==> config.mk <==
export PLATFORM = sky130hd
export DESIGN_NAME = urx_cfg
export DESIGN_NICKNAME = d
export VERILOG_FILES = /design/src/rtl/urx_pkg.sv /design/src/rtl/urx_sync.sv /design/src/rtl/urx_cfg.sv
export SDC_FILE = /design/constraint.sdc
export NUM_CORES = 1
export LEC_CHECK = 0
export BUFFER_PORTS_ARGS = -buffer_cell sky130_fd_sc_hd__buf_2
export CORE_MARGIN = 3
export CORE_UTILIZATION = 51
export CTS_BUF_LIST = sky130_fd_sc_hd__clkbuf_16
export DETAILED_ROUTE_END_ITERATION = 12
export PLACE_DENSITY = 0.73
export SLEW_MARGIN = 40
export SYNTH_ARGS = -nofsm -noshare
export SYNTH_HDL_FRONTEND = slang
export SYNTH_HIERARCHICAL = 1
export SYNTH_SLANG_ARGS = --single-unit
==> constraint.sdc <==
create_clock -name i_Clock -period 3.39 [get_ports i_Clock]
set_clock_uncertainty 0.15 [all_clocks]
set_input_delay 0.678 -clock i_Clock [delete_from_list [all_inputs] [get_ports i_Clock]]
set_output_delay 0.678 -clock i_Clock [all_outputs]
set_load 0.05 [all_outputs]
==> src/rtl/urx_pkg.sv <==
// Shared types and constants for the configurable UART receiver.
// Optional build macro: URX_MAJORITY_VOTE_EN (2-of-3 voting on data/parity/stop samples).
package urx_pkg;

    typedef enum logic [2:0] {
        ST_IDLE,
        ST_START,
        ST_DATA,
        ST_PARITY,
        ST_STOP,
        ST_CLEANUP,
        ST_BREAK
    } urx_state_e;

    localparam logic [1:0] PAR_NONE = 2'b00;
    localparam logic [1:0] PAR_EVEN = 2'b01;
    localparam logic [1:0] PAR_ODD  = 2'b10;

    localparam int MIN_CLKS_PER_BIT = 4;

    // Mode 2'b11 is treated as "no parity", same as PAR_NONE.
    function automatic logic par_enabled(input logic [1:0] mode);
        return (mode == PAR_EVEN) || (mode == PAR_ODD);
    endfunction

endpackage

==> src/rtl/urx_sync.sv <==
// Reset-to-idle (high) multi-flop synchroniser for the asynchronous serial line.
// Optional build macro URX_MAJORITY_VOTE_EN has no effect here.
module urx_sync
    import urx_pkg::*;
#(
    parameter int SYNC_STAGES = 2
) (
    input  logic clk_i,
    input  logic rst_i,
    input  logic d_i,
    output logic q_o
);

    logic [SYNC_STAGES-1:0] sync_q;

    always_ff @(posedge clk_i or posedge rst_i) begin
        if (rst_i) begin
            sync_q <= '1;
        end else begin
            sync_q <= {sync_q[SYNC_STAGES-2:0], d_i};
        end
    end

    assign q_o = sync_q[SYNC_STAGES-1];

endmodule

==> src/rtl/urx_cfg.sv <==
// Runtime-configurable UART receiver: 5..9 data bits, none/even/odd parity, 1 or 2 stop bits.
// Define URX_MAJORITY_VOTE_EN to decide each data/parity/stop bit by 2-of-3 vote around the centre.
module urx_cfg
    import urx_pkg::*;
#(
    parameter int DATA_BITS   = 8,
    parameter int DIV_WIDTH   = 16,
    parameter int SYNC_STAGES = 2
) (
    input  logic                 i_Clock,
    input  logic                 i_Reset,
    input  logic                 i_Rx_Serial,
    input  logic [DIV_WIDTH-1:0] i_Clks_Per_Bit,
    input  logic [1:0]           i_Parity_Mode,
    input  logic                 i_Two_Stop,
    output logic                 o_Rx_DV,
    output logic [DATA_BITS-1:0] o_Rx_Byte,
    output logic                 o_Parity_Err,
    output logic                 o_Frame_Err,
    output logic                 o_Busy,
    output logic [2:0]           o_State
);

    localparam int IDX_W = $clog2(DATA_BITS);
    localparam logic [IDX_W-1:0] LAST_IDX = IDX_W'(DATA_BITS - 1);

    logic                 rx_s;
    urx_state_e           state_q;
    logic [DIV_WIDTH-1:0] cnt_q, cnt_d;
    logic [DIV_WIDTH-1:0] div_l_q, div_d;
    logic [DIV_WIDTH-1:0] half;
    logic [IDX_W-1:0]     bit_idx_q;
    logic                 stop_idx_q;
    logic [DATA_BITS-1:0] shift_q;
    logic                 par_acc_q;
    logic                 par_err_q;
    logic                 frame_err_q, frame_err_d;
    logic [1:0]           pmode_q;
    logic                 two_stop_q;
    logic                 rx_dv_q;
    logic [DATA_BITS-1:0] rx_byte_q;
    logic                 par_err_o_q;
    logic                 frame_err_o_q;
    logic                 hit;
    logic                 take;
    logic                 bit_s;

    urx_sync #(.SYNC_STAGES(SYNC_STAGES)) u_sync (
        .clk_i (i_Clock),
        .rst_i (i_Reset),
        .d_i   (i_Rx_Serial),
        .q_o   (rx_s)
    );

    assign div_d = (i_Clks_Per_Bit < DIV_WIDTH'(MIN_CLKS_PER_BIT))
                 ? DIV_WIDTH'(MIN_CLKS_PER_BIT) : i_Clks_Per_Bit;
    assign half  = (div_l_q - DIV_WIDTH'(1)) >> 1;
    assign hit   = (cnt_q == div_l_q - DIV_WIDTH'(1));
    // The bit counter free-runs across DATA/PARITY/STOP so bit centres stay one div_l apart.
    assign cnt_d = hit ? '0 : cnt_q + DIV_WIDTH'(1);

`ifdef URX_MAJORITY_VOTE_EN
    logic [1:0] hist_q;
    logic       pend_q;
    logic       in_bit_state;

    assign in_bit_state = (state_q == ST_DATA) || (state_q == ST_PARITY) || (state_q == ST_STOP);

    always_ff @(posedge i_Clock or posedge i_Reset) begin
        if (i_Reset) begin
            hist_q <= 2'b11;
            pend_q <= 1'b0;
        end else begin
            hist_q <= {hist_q[0], rx_s};
            pend_q <= hit && in_bit_state;
        end
    end

    // Decision lands one cycle after the centre so samples at centre-1, centre, centre+1 are available.
    assign take  = pend_q;
    assign bit_s = (hist_q[1] & hist_q[0]) | (hist_q[1] & rx_s) | (hist_q[0] & rx_s);
`else
    assign take  = hit;
    assign bit_s = rx_s;
`endif

    assign frame_err_d = frame_err_q | ~bit_s;

    always_ff @(posedge i_Clock or posedge i_Reset) begin
        if (i_Reset) begin
            state_q       <= ST_IDLE;
            cnt_q         <= '0;
            div_l_q       <= DIV_WIDTH'(MIN_CLKS_PER_BIT);
            bit_idx_q     <= '0;
            stop_idx_q    <= 1'b0;
            shift_q       <= '0;
            par_acc_q     <= 1'b0;
            par_err_q     <= 1'b0;
            frame_err_q   <= 1'b0;
            pmode_q       <= PAR_NONE;
            two_stop_q    <= 1'b0;
            rx_dv_q       <= 1'b0;
            rx_byte_q     <= '0;
            par_err_o_q   <= 1'b0;
            frame_err_o_q <= 1'b0;
        end else begin
            rx_dv_q <= 1'b0;
            unique case (state_q)
                ST_IDLE: begin
                    cnt_q       <= '0;
                    bit_idx_q   <= '0;
                    stop_idx_q  <= 1'b0;
                    par_acc_q   <= 1'b0;
                    par_err_q   <= 1'b0;
                    frame_err_q <= 1'b0;
                    if (!rx_s) begin
                        div_l_q    <= div_d;
                        pmode_q    <= i_Parity_Mode;
                        two_stop_q <= i_Two_Stop;
                        state_q    <= ST_START;
                    end
                end
                ST_START: begin
                    if (cnt_q == half) begin
                        cnt_q   <= '0;
                        state_q <= rx_s ? ST_IDLE : ST_DATA;
                    end else begin
                        cnt_q <= cnt_q + DIV_WIDTH'(1);
                    end
                end
                ST_DATA: begin
                    cnt_q <= cnt_d;
                    if (take) begin
                        shift_q   <= {bit_s, shift_q[DATA_BITS-1:1]};
                        par_acc_q <= par_acc_q ^ bit_s;
                        bit_idx_q <= bit_idx_q + IDX_W'(1);
                        if (bit_idx_q == LAST_IDX) begin
                            state_q <= par_enabled(pmode_q) ? ST_PARITY : ST_STOP;
                        end
                    end
                end
                ST_PARITY: begin
                    cnt_q <= cnt_d;
                    if (take) begin
                        par_err_q <= (pmode_q == PAR_ODD) ? ~(par_acc_q ^ bit_s) : (par_acc_q ^ bit_s);
                        state_q   <= ST_STOP;
                    end
                end
                ST_STOP: begin
                    cnt_q <= cnt_d;
                    if (take) begin
                        if (two_stop_q && !stop_idx_q) begin
                            stop_idx_q  <= 1'b1;
                            frame_err_q <= frame_err_d;
                        end else begin
                            rx_dv_q       <= 1'b1;
                            rx_byte_q     <= shift_q;
                            par_err_o_q   <= par_err_q;
                            frame_err_o_q <= frame_err_d;
                            state_q       <= frame_err_d ? ST_BREAK : ST_CLEANUP;
                        end
                    end
                end
                ST_CLEANUP: begin
                    state_q <= ST_IDLE;
                end
                ST_BREAK: begin
                    // Hold here while the line stays low so a break cannot retrigger a frame.
                    if (rx_s) begin
                        state_q <= ST_IDLE;
                    end
                end
                default: begin
                    state_q <= ST_IDLE;
                end
            endcase
        end
    end

    assign o_Rx_DV      = rx_dv_q;
    assign o_Rx_Byte    = rx_byte_q;
    assign o_Parity_Err = par_err_o_q;
    assign o_Frame_Err  = frame_err_o_q;
    assign o_Busy       = (state_q != ST_IDLE);
    assign o_State      = state_q;

endmodule

==> impl_metrics.toml <==
[yosys]
synth_most_common_cell = "dfrtp_1"
synth.top_cell.area_share = 0.370
synthCells = 431
synth_area_leader_cell = "dfrtp_1"
syn_area_um2 = 4270
yosysWarningCount = 6
synth_area_per_cell_um2 = 9.90
ys_ff_latch = 66
yosysUniqueCellTypes = 72
yosysSeqAreaShare = 0.388
synthTopCellsByArea = "dfrtp_1 (37%), xnor2_1 (4.7%), mux2_2 (4.2%), mux2_4 (2.8%), o21ai_0 (2.7%)"
synth_nets = 458
synthTopCellsByCount = "dfrtp_1 (63), nand2_1 (27), nor2_1 (25), o21ai_0 (23), xnor2_1 (23)"
synth_edf_count = 0
postSynth.asyncResetShare = 1.00
ys.flop_type = "dfrtp_1"

[global_routing]
first_global_vias = 3457
grt_pass1_wl_um = 17100
grtUsageMet2 = 0.342
track_usage = 0.221
grt_overflow = 0
grt.met1_usage = 0.312
grt-busiest-layer = "met2"
antenna_found_initial = 0
met3_usage = 0.0366
grt_max_degree = 29

[clocking]
cts_sinks = 66
cts-htree-levels = 3
clock_path_buffers = 2
cts_made_buffers = 9
cts-root-buf = "clkbuf_16"
clk_latency_ps = 330
clk_pin_slew_ps = 60
cts_tree = "yes"
hold_buffers = 0

[setup_path]
slowest_delay_ps = 560
cp.arrival_ps = 3510
start_kind = "flip-flop"
worstSetupPathType = "reg -> reg"
crit_fanout = 11
r2r-start = "div_l_q[3]"
end_kind = "flip-flop"
reg2reg_depth = 11
slowest_stage = "or4_4"
rrSetupSlack_ps = -60
crit_top_cell = "buf_4"
crit_chain = "or4_4 > buf_4 > nand3_1 > o2111ai_2 > or4b_4 > a2111oi_4 > buf_4 > nand2_4 > nor3b_4 > buf_12 > mux2_4"
r2r_end = "o_Rx_Byte[2]"
cp.required_ps = 3450

[placed_design]
post-dp-hpwl_um = 7370
io_buffer_count = 36
gp_congestion = 0.894

[routing]
ant_nets = 0
initialDrtViolationCount = 197
dr_total_vias = 3736
post_drt_via_cell_ratio = 6.17
firstDrtPassIters = 5
wire_per_inst_um = 17.8
drt-total-wl_um = 10800
remaining_drc_errors = 0

[worst_hold_path]
hp-start = "u_sync/sync_q[0]"
hold_depth = 0
whs_endpoint = "u_sync/sync_q[1]"
holdCritPathClass = "reg -> reg"

[power]
power.total_uw = 4150
p_per_area_nw_per_um2 = 772
ir_drop_mv = 0.607
p_leak_uw = 0.00237

[layout]
n_antenna_cell = 0
post-route-util = 0.677
finalNetCount = 526
area_growth_pct = 25.8
drive_gt1_frac = 0.371
fillers = 609

[floorplan]
ioPinCount = 37
initial_utilization = 0.538
die_h_um = 97.5
core-area_um2 = 7930
row_count = 32
die-width_um = 97.5
die_area_um2 = 9500

[sta]
rsz0062_at_grt = "yes"
timing.final.ws_setup_ps = -59.6
final.period_utilization = 1.02
fin_crit_ps = 3450
tightest_slew_ps = 623
relSlewSlack = 0.580
finalHoldViolations = 0
tns_ps = -690
setup_viol = 22
drv_slew = 0
fmax_ghz = 0.290

[status]
status = "complete, but fails checks"
violations = "setup timing"

[run]
drv_cap = 0
## cell usage in the layout, fill, tap and decap left out, types with 5 or more instances in the layout
master     instances
nand2b_1          10
xor2_1             6
o211ai_1          11
a21oi_1           12
nor3_1             7
nor4_1            10
dfrtp_1           63
xnor3_1            5
clkbuf_16          9
mux2_4            18
mux2_2            15
buf_4             50
buf_2             36
o21ai_0           20
nor2b_1            5
or3_1              5
nor2_1            25
or4_4              6
xnor2_1           23
o21ai_1            8
nand3_1           14
nand2_1           27
mux2i_1            5
inv_1             13
## stage by stage
stage	hold WS (ps)	instance area, um^2	cells	setup WS, ps
final	208	5370	606	-59.6
after global routing	217	5370	606	-180
after CTS	209	5200	596	-55.1
after detailed placement	201	4760	578	-250
after global placement	197	4760	578	-136
after floorplan	195	4280	431	0.113
## flip-flops by register name (all words and copies together), names as in the netlist, 2 cells and up
signal,count
cnt_q,16
div_l_q,16
o_Rx_Byte,8
shift_q,8
bit_idx_q,3
o_State,3
pmode_q,2
u_sync/sync_q,2
## cell type report
class,instances,area (um^2),share of cell area
tap,102,128,0.0238
multi-input combinational,315,2590,0.482
sequential,66,1660,0.308
clock inverter,7,98.8,0.0184
clock buffer,9,225,0.0419
inverter,17,63.8,0.0119
timing repair buffer,90,609,0.113
## per-layer routing
metal  part of all wire  vias up  routed length (um)
met4              0.031        0                 339
met5                  0        -                   0
met3              0.059       34                 638
met2               0.47      159                5080
li1                   -     1704                   -
met1               0.44     1839                4720
## report_power, final
part / internal [uW] / switching [uW]
registers: 946 / 264
logic: 894 / 1020
clock network: 650 / 370
total: 2490 / 1660
## worst max-delay path: cells and delay by family (launching register included)
family	cells	cell delay, ps
and+or+nand+nor	5	1450
muxes	1	310
buffers and inverters	3	560
DFF	1	420
AOI/OAI and AO/OA	2	430
## cell families (layout without fill, tap and decap cells)
group                      Yosys count  count (layout)  share of synthesized area
AOI/OAI and AO/OA                   93              94                      0.153
xor gates and xnor gates            34              34                     0.0859
adders and majority gates            5               5                     0.0147
buffers and inverters               52             123                     0.0551
DFF                                 66              66                      0.388
muxes                               39              39                      0.109
and+or+nand+nor                    142             143                      0.194
## how the worst max path moves through the flow
stage,end,startpoint,cells past startpoint,slack [ps]
CTS,o_Rx_Byte[2],div_l_q[0],12,-60
global placement,cnt_q[2],div_l_q[3],9,-140
finish,o_Rx_Byte[2],div_l_q[3],11,-60
floorplan,o_Frame_Err,div_l_q[0],11,0.1
detailed placement,cnt_q[14],div_l_q[3],9,-250
global route,o_Rx_Byte[2],div_l_q[0],12,-180
## what timing repair did
item / CTS / global route
cloned: 0 / 2
pin swaps: 3 / 13
endpoints found under the setup margin: 37 / 39
buffers inserted: 2 / 8
resized for setup: 26 / 19
Note: power is estimated with default switching activity, not from simulation.
